## src/rtl/rvc_compress_packer_pkg.sv

```systemverilog
// Shared RV32I / RVC encoding constants and packer types.
package rvc_compress_packer_pkg;

    localparam int unsigned XLEN = 32;
    localparam int unsigned CLEN = 16;

    // RV32I major opcodes
    localparam logic [6:0] OPC_OP_IMM = 7'b0010011;
    localparam logic [6:0] OPC_OP     = 7'b0110011;
    localparam logic [6:0] OPC_LOAD   = 7'b0000011;
    localparam logic [6:0] OPC_STORE  = 7'b0100011;

    // RV32I funct3 / funct7
    localparam logic [2:0] F3_ADDI = 3'b000;
    localparam logic [2:0] F3_ADD  = 3'b000;
    localparam logic [2:0] F3_LW   = 3'b010;
    localparam logic [2:0] F3_SW   = 3'b010;
    localparam logic [6:0] F7_ADD  = 7'b0000000;

    // RVC quadrants
    localparam logic [1:0] RVC_Q0 = 2'b00;
    localparam logic [1:0] RVC_Q1 = 2'b01;
    localparam logic [1:0] RVC_Q2 = 2'b10;

    // RVC funct3 / funct4
    localparam logic [2:0] CF3_ADDI = 3'b000;
    localparam logic [2:0] CF3_LI   = 3'b010;
    localparam logic [2:0] CF3_LW   = 3'b010;
    localparam logic [2:0] CF3_SW   = 3'b110;
    localparam logic [3:0] CF4_MV   = 4'b1000;
    localparam logic [3:0] CF4_ADD  = 4'b1001;

    localparam logic [CLEN-1:0] C_NOP    = 16'h0001;
    localparam logic [XLEN-1:0] RV_NOP   = 32'h00000013;

    // Packer state: a lower halfword is held waiting for its partner
    typedef enum logic {
        PK_EMPTY = 1'b0,
        PK_HALF  = 1'b1
    } pack_state_e;

    // True for the x8..x15 registers reachable by 3-bit RVC register fields
    function automatic logic is_creg(input logic [4:0] r);
        return (r[4:3] == 2'b01);
    endfunction

endpackage

```

## src/rtl/rvc_encoder.sv

```systemverilog
// Combinational RV32I -> RVC re-encoder for the supported subset.
module rvc_encoder
    import rvc_compress_packer_pkg::*;
#(
    parameter bit COMPRESS_EN = 1'b1
) (
    input  logic [XLEN-1:0] instr,
    output logic            is_comp_c,
    output logic [CLEN-1:0] c16_c
);

    logic [6:0]  opcode;
    logic [4:0]  rd;
    logic [2:0]  f3;
    logic [4:0]  rs1;
    logic [4:0]  rs2;
    logic [6:0]  f7;
    logic [11:0] imm_i;
    logic [11:0] imm_s;
    logic        imm6_ok;
    logic        is_addi;
    logic        is_add;
    logic        lw_ok;
    logic        sw_ok;

    assign opcode = instr[6:0];
    assign rd     = instr[11:7];
    assign f3     = instr[14:12];
    assign rs1    = instr[19:15];
    assign rs2    = instr[24:20];
    assign f7     = instr[31:25];
    assign imm_i  = instr[31:20];
    assign imm_s  = {instr[31:25], instr[11:7]};

    // Immediate fits a signed 6-bit field when bits 11..5 are all copies of bit 5
    assign imm6_ok = (imm_i[11:5] == {7{imm_i[5]}});
    assign is_addi = (opcode == OPC_OP_IMM) && (f3 == F3_ADDI);
    assign is_add  = (opcode == OPC_OP) && (f3 == F3_ADD) && (f7 == F7_ADD);
    // Word-aligned offset in 0..124 with both registers in x8..x15
    assign lw_ok   = (opcode == OPC_LOAD) && (f3 == F3_LW) && is_creg(rd) && is_creg(rs1)
                     && (imm_i[11:7] == 5'd0) && (imm_i[1:0] == 2'd0);
    assign sw_ok   = (opcode == OPC_STORE) && (f3 == F3_SW) && is_creg(rs2) && is_creg(rs1)
                     && (imm_s[11:7] == 5'd0) && (imm_s[1:0] == 2'd0);

    // Priority-ordered match of the compressible forms
    always_comb begin
        is_comp_c = 1'b0;
        c16_c     = '0;
        if (COMPRESS_EN) begin
            if (instr == RV_NOP) begin
                is_comp_c = 1'b1;
                c16_c     = C_NOP;
            end else if (is_addi && (rd != 5'd0) && (rs1 == 5'd0) && imm6_ok) begin
                is_comp_c = 1'b1;
                c16_c     = {CF3_LI, imm_i[5], rd, imm_i[4:0], RVC_Q1};
            end else if (is_addi && (rd != 5'd0) && (rs1 == rd) && (imm_i != 12'd0) && imm6_ok) begin
                is_comp_c = 1'b1;
                c16_c     = {CF3_ADDI, imm_i[5], rd, imm_i[4:0], RVC_Q1};
            end else if (is_add && (rd != 5'd0) && (rs2 != 5'd0) && (rs1 == 5'd0)) begin
                is_comp_c = 1'b1;
                c16_c     = {CF4_MV, rd, rs2, RVC_Q2};
            end else if (is_add && (rd != 5'd0) && (rs2 != 5'd0) && (rs1 == rd)) begin
                is_comp_c = 1'b1;
                c16_c     = {CF4_ADD, rd, rs2, RVC_Q2};
            end else if (lw_ok) begin
                is_comp_c = 1'b1;
                c16_c     = {CF3_LW, imm_i[5:3], rs1[2:0], imm_i[2], imm_i[6], rd[2:0], RVC_Q0};
            end else if (sw_ok) begin
                is_comp_c = 1'b1;
                c16_c     = {CF3_SW, imm_s[5:3], rs1[2:0], imm_s[2], imm_s[6], rs2[2:0], RVC_Q0};
            end
        end
    end

endmodule

```

## src/rtl/rvc_compress_packer.sv

```systemverilog
// Compresses RV32I instructions where possible and packs 16/32-bit parcels
// little-endian into 32-bit memory words; 32-bit parcels may straddle words.
module rvc_compress_packer
    import rvc_compress_packer_pkg::*;
#(
    parameter bit          COMPRESS_EN = 1'b1,
    parameter logic [15:0] PAD_HALF    = 16'h0001
) (
    input  logic            clk,
    input  logic            rst_n,
    input  logic            inValid,
    output logic            inReady,
    input  logic [XLEN-1:0] inInstr,
    input  logic            flush,
    output logic            outValid,
    input  logic            outReady,
    output logic [XLEN-1:0] outWord,
    output logic            busy,
    output logic [15:0]     compCount
);

    pack_state_e     state;
    pack_state_e     state_nxt;
    logic [CLEN-1:0] hold_half;
    logic [CLEN-1:0] hold_half_nxt;
    logic [XLEN-1:0] out_word_nxt;
    logic            out_valid_nxt;
    logic [15:0]     comp_count_nxt;
    logic            is_comp;
    logic [CLEN-1:0] c16;
    logic            in_xfer;
    logic            flush_fire;

    rvc_encoder #(
        .COMPRESS_EN (COMPRESS_EN)
    ) u_encoder (
        .instr     (inInstr),
        .is_comp_c (is_comp),
        .c16_c     (c16)
    );

    // Single output register without skid: accept only when it will be free
    assign inReady    = !outValid || outReady;
    assign in_xfer    = inValid && inReady;
    assign flush_fire = flush && !inValid && (state == PK_HALF) && inReady;
    assign busy       = (state == PK_HALF) || outValid;

    // State, held halfword, output register and counter
    always_ff @(posedge clk or negedge rst_n) begin
        if (!rst_n) begin
            state     <= PK_EMPTY;
            hold_half <= '0;
            outWord   <= '0;
            outValid  <= 1'b0;
            compCount <= '0;
        end else begin
            state     <= state_nxt;
            hold_half <= hold_half_nxt;
            outWord   <= out_word_nxt;
            outValid  <= out_valid_nxt;
            compCount <= comp_count_nxt;
        end
    end

    // Next state: a halfword toggles the parity, a full word keeps it
    always_comb begin
        state_nxt = state;
        if (in_xfer) begin
            if (is_comp) begin
                state_nxt = (state == PK_EMPTY) ? PK_HALF : PK_EMPTY;
            end
        end else if (flush_fire) begin
            state_nxt = PK_EMPTY;
        end
    end

    // Next output register, held halfword and counter values
    always_comb begin
        hold_half_nxt  = hold_half;
        out_word_nxt   = outWord;
        out_valid_nxt  = outValid && !outReady;
        comp_count_nxt = compCount;
        if (in_xfer) begin
            comp_count_nxt = compCount + 16'(is_comp);
            if (state == PK_EMPTY) begin
                if (is_comp) begin
                    hold_half_nxt = c16;
                end else begin
                    out_word_nxt  = inInstr;
                    out_valid_nxt = 1'b1;
                end
            end else begin
                out_valid_nxt = 1'b1;
                if (is_comp) begin
                    out_word_nxt = {c16, hold_half};
                end else begin
                    out_word_nxt  = {inInstr[15:0], hold_half};
                    hold_half_nxt = inInstr[31:16];
                end
            end
        end else if (flush_fire) begin
            out_word_nxt  = {PAD_HALF, hold_half};
            out_valid_nxt = 1'b1;
        end
    end

endmodule

```

## config.mk

```make
export PLATFORM = sky130hd
export DESIGN_NAME = rvc_compress_packer
export DESIGN_NICKNAME = d
export VERILOG_FILES = /design/src/rtl/rvc_compress_packer_pkg.sv /design/src/rtl/rvc_encoder.sv /design/src/rtl/rvc_compress_packer.sv
export SDC_FILE = /design/constraint.sdc
export NUM_CORES = 1
export LEC_CHECK = 0
export ABC_AREA = 1
export BUFFER_PORTS_ARGS = -buffer_cell sky130_fd_sc_hd__clkbuf_2
export CORE_ASPECT_RATIO = 0.7
export CORE_MARGIN = 2
export CORE_UTILIZATION = 50
export DETAILED_ROUTE_END_ITERATION = 8
export GPL_ROUTABILITY_DRIVEN = 0
export HOLD_SLACK_MARGIN = 0.15
export PLACE_DENSITY = 0.7
export RECOVER_POWER = 25
export SYNTH_ARGS = -nofsm -noshare
export SYNTH_HDL_FRONTEND = slang
export SYNTH_SLANG_ARGS = --single-unit
```

## constraint.sdc

```tcl
create_clock -name clk -period 6.3 [get_ports clk]
set_input_delay 1.26 -clock clk [delete_from_list [all_inputs] [get_ports clk]]
set_output_delay 1.26 -clock clk [all_outputs]
set_load 0.1 [all_outputs]
```

==> summary.txt, run 1 <==
Logic synthesis
  • Most frequent cells after synthesis: nand2_1, dfrtp_1, inv_1, o21ai_0, nand3_1
  • Simple-gate share of the synthesized area: 35.09%
  • Syn Area/Cell: 7.014 sq um
  • FFs w/ async S/R, synth: 100.0%
  • Register area share after synthesis: 41.10%
  • XOR/XNOR Fraction of Synth Area: 2.833%
  • Synth Area in Compound Gates: 12.08%
  • Top FF cell, synth: dfrtp_1
  • Synth top area share: 41.10%
  • Cell type with the largest total area after synthesis: dfrtp_1
  • Top cells by area, synth: dfrtp_1, nand2_1, o21ai_0
  • Synth cell types: 36
  • Largest family of logic cells by synthesized area: simple AND/OR/NAND/NOR gates
  • Seq cells post-synth: 66
  • Top-count cell post-synth: nand2_1
  • Syn nets: 614
  • Adder-cell share of the synthesized area: 1.245%
  • Post-synthesis mux area share: 0.2491%
  • Yosys warnings: 0
  • Post-Synthesis Cells: 573
  • Post-synth EDFFs: 0
  • Mapped Area: 4019 sq um

Drt
  • Pre-antenna DRT Iters: 5
  • DRC viols: 0
  • Routed wire length per instance: 15.28 um
  • Routed Wire Length: 11580 um
  • Initial drt markers: 371
  • Via density: 5.460
  • Final ANT Viol Nets: 0
  • Via count: 4139

Global route
  • Vias in the first global route: 3885
  • GR Layer Usage met1: 39.62%
  • Largest net degree at the start of global routing: 67
  • M3 GR Usage: 8.168%
  • Antenna violations before repair: 0
  • Most Crowded Layer GR: met2
  • Met2 global-route usage: 40.98%
  • First-pass GRT wire length: 19240 um
  • Global Route Usage Sum: 27.76%
  • Grt ovf: 0

CTS
  • CTS Buf Count: 9
  • Clock-pin slew on the worst setup and hold paths: 50 ps
  • Max Buffers Root-to-Sink: 2
  • Hold_buf cts: 0
  • Root buffer cell: clkbuf_16
  • Post-CTS sizing: 0
  • Setup Buffers After CTS: 0
  • CTS tree: yes
  • H-Tree Depth: 3
  • Clk sink count: 66
  • Skew-Pair Late Insertion Delay: 320 ps

STA
  • WHS: 473.7 ps
  • Final Max Tran Viols: 67
  • Final number of setup-violating endpoints: 0
  • Normalized max-slew margin: -128.9%
  • Fin crit period: 4455 ps
  • Final Cycle Share: 70.71%
  • Worst-Margin Slew: 3434 ps
  • Final hold violations: 0
  • Unrepaired setup endpoints after global routing: no
  • Setup TNS: 0 ps
  • Clk_skew: 8.683 ps
  • Max Clk Rate: 0.2245 GHz

Setup path
  • R2r setup slk: 2970 ps
  • Crit. End Element: register
  • Worst r2r src: state
  • Buf/Inv on CP: 7
  • Critical path required time: 6470 ps
  • FF-to-FF path depth: 9
  • Startpoint Class: primary input
  • Crit path max-delay family: simple AND/OR/NAND/NOR gates
  • Crit path to: outWord[9]
  • Crit path max fanout: 44
  • Slowest CP cell: nor2_1
  • RR Endpoint: outWord[9]
  • WP data arrival: 4630 ps
  • CP startpoint: inInstr[25]
  • Most used cell, CP: inv_1
  • Largest stage delay on the critical path: 860 ps
  • CP Depth: 17
  • Crit-path cells: clkbuf_2, inv_1, ha_1, inv_1, nand2_1, inv_1, nand4_1, nand3_2, nor2_8, inv_4, ha_1, nor2_1, inv_1, nand2_1, inv_2, nand2_1, o21ai_0
  • Critical path class: in -> reg

Power
  • Total power: 0.002208 W
  • Power Density: 461.1 nW/um^2
  • Pleak: 2.622 nW
  • Switching Power: 0.001174 W
  • Clock Power Share: 21.8%
  • Sw frac: 53.17%
  • Comb pwr share: 49.2%
  • Reg power frac: 29.0%
  • Power Internal: 0.001034 W
  • Peak supply drop: 0.0004274 V

Floorplan
  • Die Ht: 79.01 um
  • Core area: 7838 sq um
  • Die area: 8782 sq um
  • FP Rows: 27
  • I/O Pins: 88
  • Die X: 111.2 um
  • Initial Util: 51.28%

Worst hold path
  • Worst hold path type: reg -> reg

Place
  • Dpl hpwl: 8768 um
  • IO buf count: 87

Status
  • Failing checks: max-capacitance violations, max-slew violations
  • Status: complete, but fails checks

Final layout
  • Area delta synth->final: 19.15%
  • Layout cell share with drive strength beyond 1: 19.94%
  • Fillers: 736
  • Final net count: 694
  • Ant. Diodes: 0

Run
  • Maximum Capacitance Violations: 1
-- state kept, by name (all words and copies together) (netlist names) --
register and flops:
outValid 1, state 1, outWord 32, compCount 16
hold_half 16
-- per-stage QoR --
| stage | area (sq um) | std cells | util, % | setup slack, ps |
|---|---|---|---|---|
| 2_1_floorplan | 4019 | 573 | - | 2417 |
| 3_3_place_gp | 4507 | 743 | 57.50 | 1656 |
| 3_5_place_dp | 4507 | 743 | 57.50 | 1554 |
| 4_1_cts | 4792 | 758 | 61.14 | 1862 |
| 5_1_grt | 4788 | 758 | 61.10 | 1366 |
| 6_report | 4788 | 758 | 61.10 | 1845 |
-- cell usage in the layout (no fill, tap or decap), types with 6 or more instances in the layout --
master,Yosys,layout
dfrtp_1,66,66
xnor2_1,6,6
inv_1,44,44
nand2_1,215,215
nor2_1,34,34
clkbuf_16,0,9
o21ai_1,6,6
nand4_1,13,13
nor3_1,6,6
inv_2,6,6
o21ai_0,42,42
nand3_1,37,37
nor2_2,11,11
a21oi_1,21,21
o211ai_1,10,10
xor2_1,7,7
clkbuf_2,0,87
-- kinds of logic (layout without fill, tap and decap cells) --
group / after synthesis / in the layout
and+or+nand+nor: 328 / 328
AOI/OAI and AO/OA: 87 / 87
buffers and inverters: 74 / 158
DFF: 66 / 66
xor gates and xnor gates: 13 / 13
adders and majority gates: 4 / 4
muxes: 1 / 1
-- how the worst min path moves through the flow --
stage,startpoint,endpoint,slack [ps],cells past startpoint
4_1_cts,hold_half[6],hold_half[6],470,2
3_5_place_dp,hold_half[6],hold_half[6],460,2
5_1_grt,hold_half[2],hold_half[2],500,2
6_report,hold_half[6],hold_half[6],470,2
2_1_floorplan,hold_half[0],hold_half[0],440,2
3_3_place_gp,compCount[15],compCount[15],460,1
-- worst register-to-register path, stage by stage, from the launching register on --
cell	delay, ps
dfrtp_1	790
inv_1	80
buf_4	290
ha_1	270
nor2_1	860
inv_1	140
nand2_1	210
inv_2	290
nand2_1	160
o21ai_0	90
-- area by class of cell --
cell class	instances	area, sq um	area share [%]
Clock inverter	5	56.30	1.176
Clock buffer	10	229.0	4.782
Tap cell	101	126.4	2.639
Multi-Input combinational cell	433	2069	43.22
Timing Repair Buffer	90	454.2	9.485
Inverter	53	201.4	4.207
Sequential cell	66	1652	34.49
-- power groups by stage --
stage                     sequential, W  combinational (W)  clock, W
after floorplan                 0.00122           0.000302         0
after CTS                      0.000639            0.00109  0.000488
after global placement         0.000641            0.00108         0
final                          0.000641            0.00109  0.000481
after global routing           0.000658            0.00116  0.000510
after detailed placement       0.000643            0.00109         0
-- per-layer routing --
metal	share of wire (%)	wire length (um)	up-vias
met5	0	0	-
met4	1.8	208	0
met3	10	1186	16
met2	42	4871	229
met1	46	5312	1876
li1	-	-	2018
(Power assumes the default switching activity.)
==> inputs of run 2 (changes only) <==
--- a/config.mk
+++ b/config.mk
@@ -13,7 +13,7 @@
 export DETAILED_ROUTE_END_ITERATION = 8
 export GPL_ROUTABILITY_DRIVEN = 0
 export HOLD_SLACK_MARGIN = 0.15
-export PLACE_DENSITY = 0.7
+export PLACE_DENSITY = 0.73
 export RECOVER_POWER = 25
 export SYNTH_ARGS = -nofsm -noshare
 export SYNTH_HDL_FRONTEND = slang
==> constraint.sdc (replaced) <==
create_clock -name clk -period 3.85 [get_ports clk]
set_input_delay 0.77 -clock clk [delete_from_list [all_inputs] [get_ports clk]]
set_output_delay 0.77 -clock clk [all_outputs]
set_load 0.1 [all_outputs]
==> run 2 against run 1 <==
Against the previous run: the flow still finishes with violations (max-capacitance violations, max-slew violations); register-to-register slack got worse by 1800 ps; non-clock buffer count is 3 higher; worst setup slack worse by 1400 ps; global-route usage fell by 0.26 points; cell count rose by 0.53%.
==> summary.txt, run 2 (synthesized netlist as in run 1, its figures left out) <==
Power
  • Power Density: 743.5 nW/um^2 (+61%)
  • Total power: 0.003567 W (+62%)
  • Clock Power Share: 20.9% (-0.9 points)
  • Switching Power: 0.001917 W (+63%)
  • Reg power frac: 29.2% (+0.2 points)
  • Sw frac: 53.76% (+0.59 points)
  • Pleak: 2.627 nW (+0.20%)
  • Power Internal: 0.001649 W (+60%)
  • Comb pwr share: 49.9% (+0.7 points)
  • Peak supply drop: 0.0004730 V (+11%)

Final layout
  • Sequential cell area: 1652 sq um (unchanged)
  • Ant. Diodes: 0 (unchanged)
  • Final net count: 697 (+0.43%)
  • Final Cell Area: 4797 sq um (+0.18%)
  • Biggest regs: outWord: 32 flops, compCount: 16 flops, hold_half: 16 flops
  • Most flop-heavy register: outWord
  • Most common cell after layout, fill and taps aside: nand2_1
  • Fillers: 744 (+1.1%)
  • Number of flip-flops in the largest register: 32 (unchanged)
  • Commonest cells after routing, fill and taps aside: nand2_1, clkbuf_2, dfrtp_1, inv_1, o21ai_0
  • Area delta synth->final: 19.36%
  • Layout cell share with drive strength beyond 1: 20.27% (+0.33 points)
  • Multi-input logic area: 2069 sq um (unchanged)

Setup path
  • Crit path max fanout: 17 (-61%)
  • Crit-path cells: clkbuf_2, nand2_1, nor2_2, nand2_1, nor2_2, nand2_1, nand2_2, inv_2, nand2_4, nor2_8, inv_4, ha_1, nand3_1, nor2_1, nand3_1, nand3b_1, nor2_1, and3_1, nand2_1, xnor2_1
  • Worst r2r src: state
  • Largest stage delay on the critical path: 230 ps (-630 ps)
  • Crit path to: compCount[15]
  • Startpoint Class: primary input
  • Slowest CP cell: nand3b_1
  • Critical path required time: 4060 ps (-2410 ps)
  • Critical path class: in -> reg
  • Most used cell, CP: nand2_1
  • FF-to-FF path depth: 8 (-1)
  • Crit. End Element: register
  • WP data arrival: 3600 ps (-1030 ps)
  • RR Endpoint: outWord[12]
  • CP startpoint: inInstr[0]
  • R2r setup slk: 1190 ps (-1780 ps)

STA
  • WHS: 475.6 ps (+1.892 ps)
  • Final number of setup-violating endpoints: 0 (unchanged)
  • Max Clk Rate: 0.2955 GHz
  • Final hold violations: 0 (unchanged)
  • Worst-Margin Slew: 1982 ps (-1452 ps)
  • Post-route setup slack: 465.7 ps (-1380 ps)
  • Clk_skew: 7.053 ps (-1.630 ps)
  • Final Max Tran Viols: 40 (-40%)
  • Final Cycle Share: 87.90%
  • Normalized max-slew margin: -32.13% (+97 points)
  • Setup TNS: 0 ps (unchanged)
  • Unrepaired setup endpoints after global routing: no
  • Fin crit period: 3384 ps

CTS
  • Skew-Pair Late Insertion Delay: 330 ps (about the same)
  • Clk sink count: 66 (unchanged)
  • CTS tree: yes
  • H-Tree Depth: 3 (unchanged)
  • CTS Buf Count: 9 (unchanged)
  • Setup Buffers After CTS: 0 (unchanged)
  • Hold_buf cts: 0 (unchanged)
  • Clock-pin slew on the worst setup and hold paths: 60 ps (about the same)
  • Max Buffers Root-to-Sink: 2 (unchanged)
  • Root buffer cell: clkbuf_16
  • Post-CTS sizing: 0 (unchanged)

Drt
  • Final ANT Viol Nets: 0 (unchanged)
  • Routed wire length per instance: 15.02 um (-1.7%)
  • Via density: 5.421 (-0.72%)
  • DRC viols: 0 (unchanged)
  • Via count: 4131 (-0.19%)
  • Pre-antenna DRT Iters: 5 (unchanged)
  • Initial drt markers: 397 (+7.0%)
  • Routed Wire Length: 11440 um (-1.2%)

Place
  • IO buf count: 87 (unchanged)
  • Dpl hpwl: 8745 um (-0.27%)
  • Dpl ws: 217.7 ps (-1337 ps)
  • Placed Area: 4529 sq um (+0.50%)

Floorplan
  • FP Rows: 27 (unchanged)
  • Die area: 8782 sq um (unchanged)
  • Die X: 111.2 um (unchanged)
  • Die Ht: 79.01 um (unchanged)
  • I/O Pins: 88 (unchanged)
  • Initial Util: 51.28% (unchanged)
  • Core area: 7838 sq um (unchanged)

Global route
  • Met2 global-route usage: 40.06% (-0.92 points)
  • M3 GR Usage: 9.847% (+1.7 points)
  • Grt ovf: 0 (unchanged)
  • First-pass GRT wire length: 18950 um (-1.5%)
  • Largest net degree at the start of global routing: 48 (-28%)
  • GR Layer Usage met1: 37.86% (-1.8 points)
  • Vias in the first global route: 3914 (+0.75%)
  • Most Crowded Layer GR: met2
  • Antenna violations before repair: 1 (+1)
  • Global Route Usage Sum: 27.50% (-0.26 points)

Worst hold path
  • Hold depth: 2 (unchanged)
  • Worst hold path type: reg -> reg

Status
  • Failing checks: max-capacitance violations, max-slew violations
  • Status: complete, but fails checks

Run
  • Maximum Capacitance Violations: 1 (unchanged)
[run 2: changes by cell type in the layout (fill, tap and decap cells not counted)]
cell / change
buf_4: +3
clkbuf_2: -1
clkbuf_1: +1
clkinv_4: -1
bufinv_16: -1
clkbuf_8: +1
clkinvlp_4: +1
clkinv_2: +1
[run 2: power by group through the flow]
stage                     clock network [W]  logic (W)  registers (W)
after floorplan                           0   0.000494        0.00199
after global placement                    0    0.00177        0.00104
after detailed placement                  0    0.00178        0.00105
after CTS                          0.000760    0.00178        0.00104
after global routing               0.000796    0.00189        0.00107
final                              0.000745    0.00178        0.00104
[run 2: final cells by class]
| type | count | area share, % |
|---|---|---|
| clock inverters | 5 | 0.6260 |
| repair buffers | 93 | 9.911 |
| flip-flops and latches | 66 | 34.43 |
| clock buffers | 11 | 5.060 |
| inverters | 53 | 4.199 |
| multi-input cells | 433 | 43.14 |
| well taps | 101 | 2.634 |
[run 2: how the worst min path moves through the flow]
stage,start,slack [ps],end
global placement,hold_half[6],460,hold_half[6]
floorplan,hold_half[0],440,hold_half[0]
detailed placement,hold_half[0],460,hold_half[0]
global route,compCount[15],500,compCount[15]
CTS,hold_half[0],480,hold_half[0]
finish,hold_half[0],480,hold_half[0]
[run 2: worst max-delay path: cells and delay by family]
kind | cells | cell delay (ps)
xor+xnor | 1 | 120
fa+ha+maj | 1 | 190
buf+inv | 3 | 370
simple gates | 15 | 2160
[run 2: per-layer routing]
layer | vias to the layer above | share of wire (%)
met5 | - | 0
met4 | 0 | 2.4
met3 | 22 | 11
met2 | 223 | 41
met1 | 1863 | 45
li1 | 2023 | -
[run 2: per-stage QoR]
stage          std cells  util [%]
2_1_floorplan        573         -
3_3_place_gp         746     57.79
3_5_place_dp         746     57.79
4_1_cts              762     61.27
5_1_grt              762     61.21
6_report             762     61.21
==> inputs of run 3 (changes only) <==
--- a/config.mk
+++ b/config.mk
@@ -10,6 +10,7 @@
 export CORE_ASPECT_RATIO = 0.7
 export CORE_MARGIN = 2
 export CORE_UTILIZATION = 50
+export CTS_BUF_LIST = sky130_fd_sc_hd__clkbuf_8
 export DETAILED_ROUTE_END_ITERATION = 8
 export GPL_ROUTABILITY_DRIVEN = 0
 export HOLD_SLACK_MARGIN = 0.15
==> run 3 against run 2 <==
Against the previous run: the flow still finishes with violations (max-capacitance violations, max-slew violations); combinational power is essentially flat; critical path type unchanged; fmax grew 2.3%; clock power shrank 31%; largest cell class unchanged; register-to-register slack is essentially flat; routed wire length shrank 1.3%; clock-buffer cell count shrank 1; sequential share of layout area grew 0.72 points; worst setup slack gained 77 ps; via count grew 0.12%; first-iteration DRC count shrank 4.8%; sequential cell count is the same; critical endpoint unchanged.
==> summary.txt, run 3 (synthesized netlist as in run 1, its figures left out) <==
STA
  • Setup TNS: 0 ps (unchanged)
  • Final hold violations: 0 (unchanged)
  • Unrepaired setup endpoints after global routing: no
  • Final Cycle Share: 85.91% (-2.0 points)
  • Final Max Tran Viols: 40 (unchanged)
  • Final number of setup-violating endpoints: 0 (unchanged)
  • Normalized max-slew margin: -30.83% (+1.3 points)
  • Post-route setup slack: 542.4 ps (+76.68 ps)
  • Worst-Margin Slew: 1962 ps (-19.60 ps)
  • Clk_skew: 9.606 ps (+2.553 ps)
  • Max Clk Rate: 0.3023 GHz (+2.3%)
  • Fin crit period: 3308 ps (-76.68 ps)

Floorplan
  • Initial Util: 51.28% (unchanged)
  • I/O Pins: 88 (unchanged)
  • Core area: 7838 sq um (unchanged)
  • Die X: 111.2 um (unchanged)
  • Die area: 8782 sq um (unchanged)
  • Die Ht: 79.01 um (unchanged)
  • FP Rows: 27 (unchanged)

Place
  • Dpl hpwl: 8745 um (unchanged)
  • Placed insts: 746 (unchanged)
  • Dpl ws: 217.7 ps (unchanged)
  • IO buf count: 87 (unchanged)
  • Placed Area: 4529 sq um (unchanged)

Status
  • Status: complete, but fails checks
  • Failing checks: max-capacitance violations, max-slew violations

Global route
  • Antenna violations before repair: 1 (unchanged)
  • Vias in the first global route: 3876 (-0.97%)
  • Largest net degree at the start of global routing: 48 (unchanged)
  • Global Route Usage Sum: 27.21% (-0.29 points)
  • First-pass GRT wire length: 18790 um (-0.84%)
  • Grt ovf: 0 (unchanged)

Final layout
  • Most common cell after layout, fill and taps aside: nand2_1
  • Final net count: 697 (unchanged)
  • Final Cell Area: 4698 sq um (-2.1%)
  • Commonest cells after routing, fill and taps aside: nand2_1, clkbuf_2, dfrtp_1, inv_1, o21ai_0
  • Final core occ: 59.95% (-1.3 points)
  • Layout cell share with drive strength beyond 1: 20.27% (unchanged)
  • Biggest regs: outWord: 32 flops, compCount: 16 flops, hold_half: 16 flops
  • Most flop-heavy register: outWord
  • Layout Cells excl Fill: 763 (+0.13%)
  • Number of flip-flops in the largest register: 32 (unchanged)
  • Area delta synth->final: 16.91%

Setup path
  • Crit. End Element: register
  • Crit path max fanout: 17 (unchanged)
  • Startpoint Class: primary input
  • WP data arrival: 3540 ps (-60 ps)
  • Critical path class: in -> reg
  • Critical path required time: 4090 ps (+30 ps)
  • R2r setup slk: 1190 ps (about the same)

Run
  • Maximum Capacitance Violations: 1 (unchanged)

Drt
  • Routed wire length per instance: 14.81 um (-1.4%)
  • Initial drt markers: 378 (-4.8%)
  • Pre-antenna DRT Iters: 6 (+1)
  • Routed Wire Length: 11300 um (-1.3%)
  • Final ANT Viol Nets: 0 (unchanged)
  • Via density: 5.421 (about the same)
  • DRC viols: 0 (unchanged)
  • Via count: 4136 (+0.12%)

CTS
  • CTS Buf Count: 9 (unchanged)
  • Hold_buf cts: 0 (unchanged)
  • CTS tree: yes
  • Clk sink count: 66 (unchanged)
  • Clock-pin slew on the worst setup and hold paths: 80 ps (+20 ps)
  • Setup Buffers After CTS: 0 (unchanged)
  • H-Tree Depth: 3 (unchanged)
  • Max Buffers Root-to-Sink: 2 (unchanged)
  • Root buffer cell: clkbuf_8
  • Post-CTS sizing: 0 (unchanged)
  • Skew-Pair Late Insertion Delay: 350 ps (+20 ps)

Power
  • Power Density: 708.7 nW/um^2 (-4.7%)
  • Pleak: 2.585 nW (-1.6%)
  • Peak supply drop: 0.0004624 V (-2.2%)

Worst hold path
  • Worst hold path type: reg -> reg
==> run 3: cell count changes in the layout (fill, tap and decap cells not counted), sizes merged <==
cell / before / now
clkbuf: 99 / 98
diode: 0 / 1
inv: 51 / 52
==> run 3: path summary, 6_finish.rpt <==
| kind | cells past startpoint | start | end |
|---|---|---|---|
| max | 20 | inInstr[0] | compCount[15] |
| min | 2 | hold_half[0] | hold_half[0] |
| max reg2reg | 8 | state | hold_half[0] |
| min reg2reg | 2 | hold_half[0] | hold_half[0] |
| max in group asynchronous | 2 | rst_n | outWord[30] |
| min in group asynchronous | 1 | rst_n | outWord[28] |
==> run 3: final cells by class <==
class	instances	area (sq um)
multi-input cells	433	2069
well taps	101	126.4
clock inverters	6	33.78
fillers	760	3139
repair buffers	93	475.5
flip-flops and latches	66	1652
inverters	53	201.4
diodes	1	2.502
clock buffers	10	137.6
==> run 3: layer usage <==
metal	vias up	track usage (%)	part of all wire, %
li1	2021	-	-
met1	1866	38.29	45
met2	228	39.39	41
met3	21	9.084	11
met4	0	9.753	2.0
met5	-	0	0
==> run 3: critical path, cell delays in order <==
cell and delay [ps]:
clkbuf_2 140, nand2_1 130, nor2_2 210, nand2_1 90, nor2_2 130, nand2_1 120
nand2_2 140, inv_2 80, nand2_4 100, nor2_8 80, inv_4 150, ha_1 190
nand3_1 80, nor2_1 170, nand3_1 150, nand3b_1 230, nor2_1 200, and3_1 200
nand2_1 60, xnor2_1 120
==> run 3: per-stage QoR <==
step / hold WS [ps] / power [W]
detailed placement: 461.2 / 0.002828
CTS: 481.5 / 0.003348
global placement: 459.5 / 0.002808
floorplan: 442.8 / 0.002482
global route: 500.8 / 0.003519
finish: 478.8 / 0.003330
==> run 3: power by group <==
group	leakage [nW]	internal [W]	total [W]	switching, W
Clock	0.0893	0.000245	0.000513	0.000268
Sequential	0.855	0.000900	0.00104	0.000140
Combinational	1.64	0.000298	0.00178	0.00148
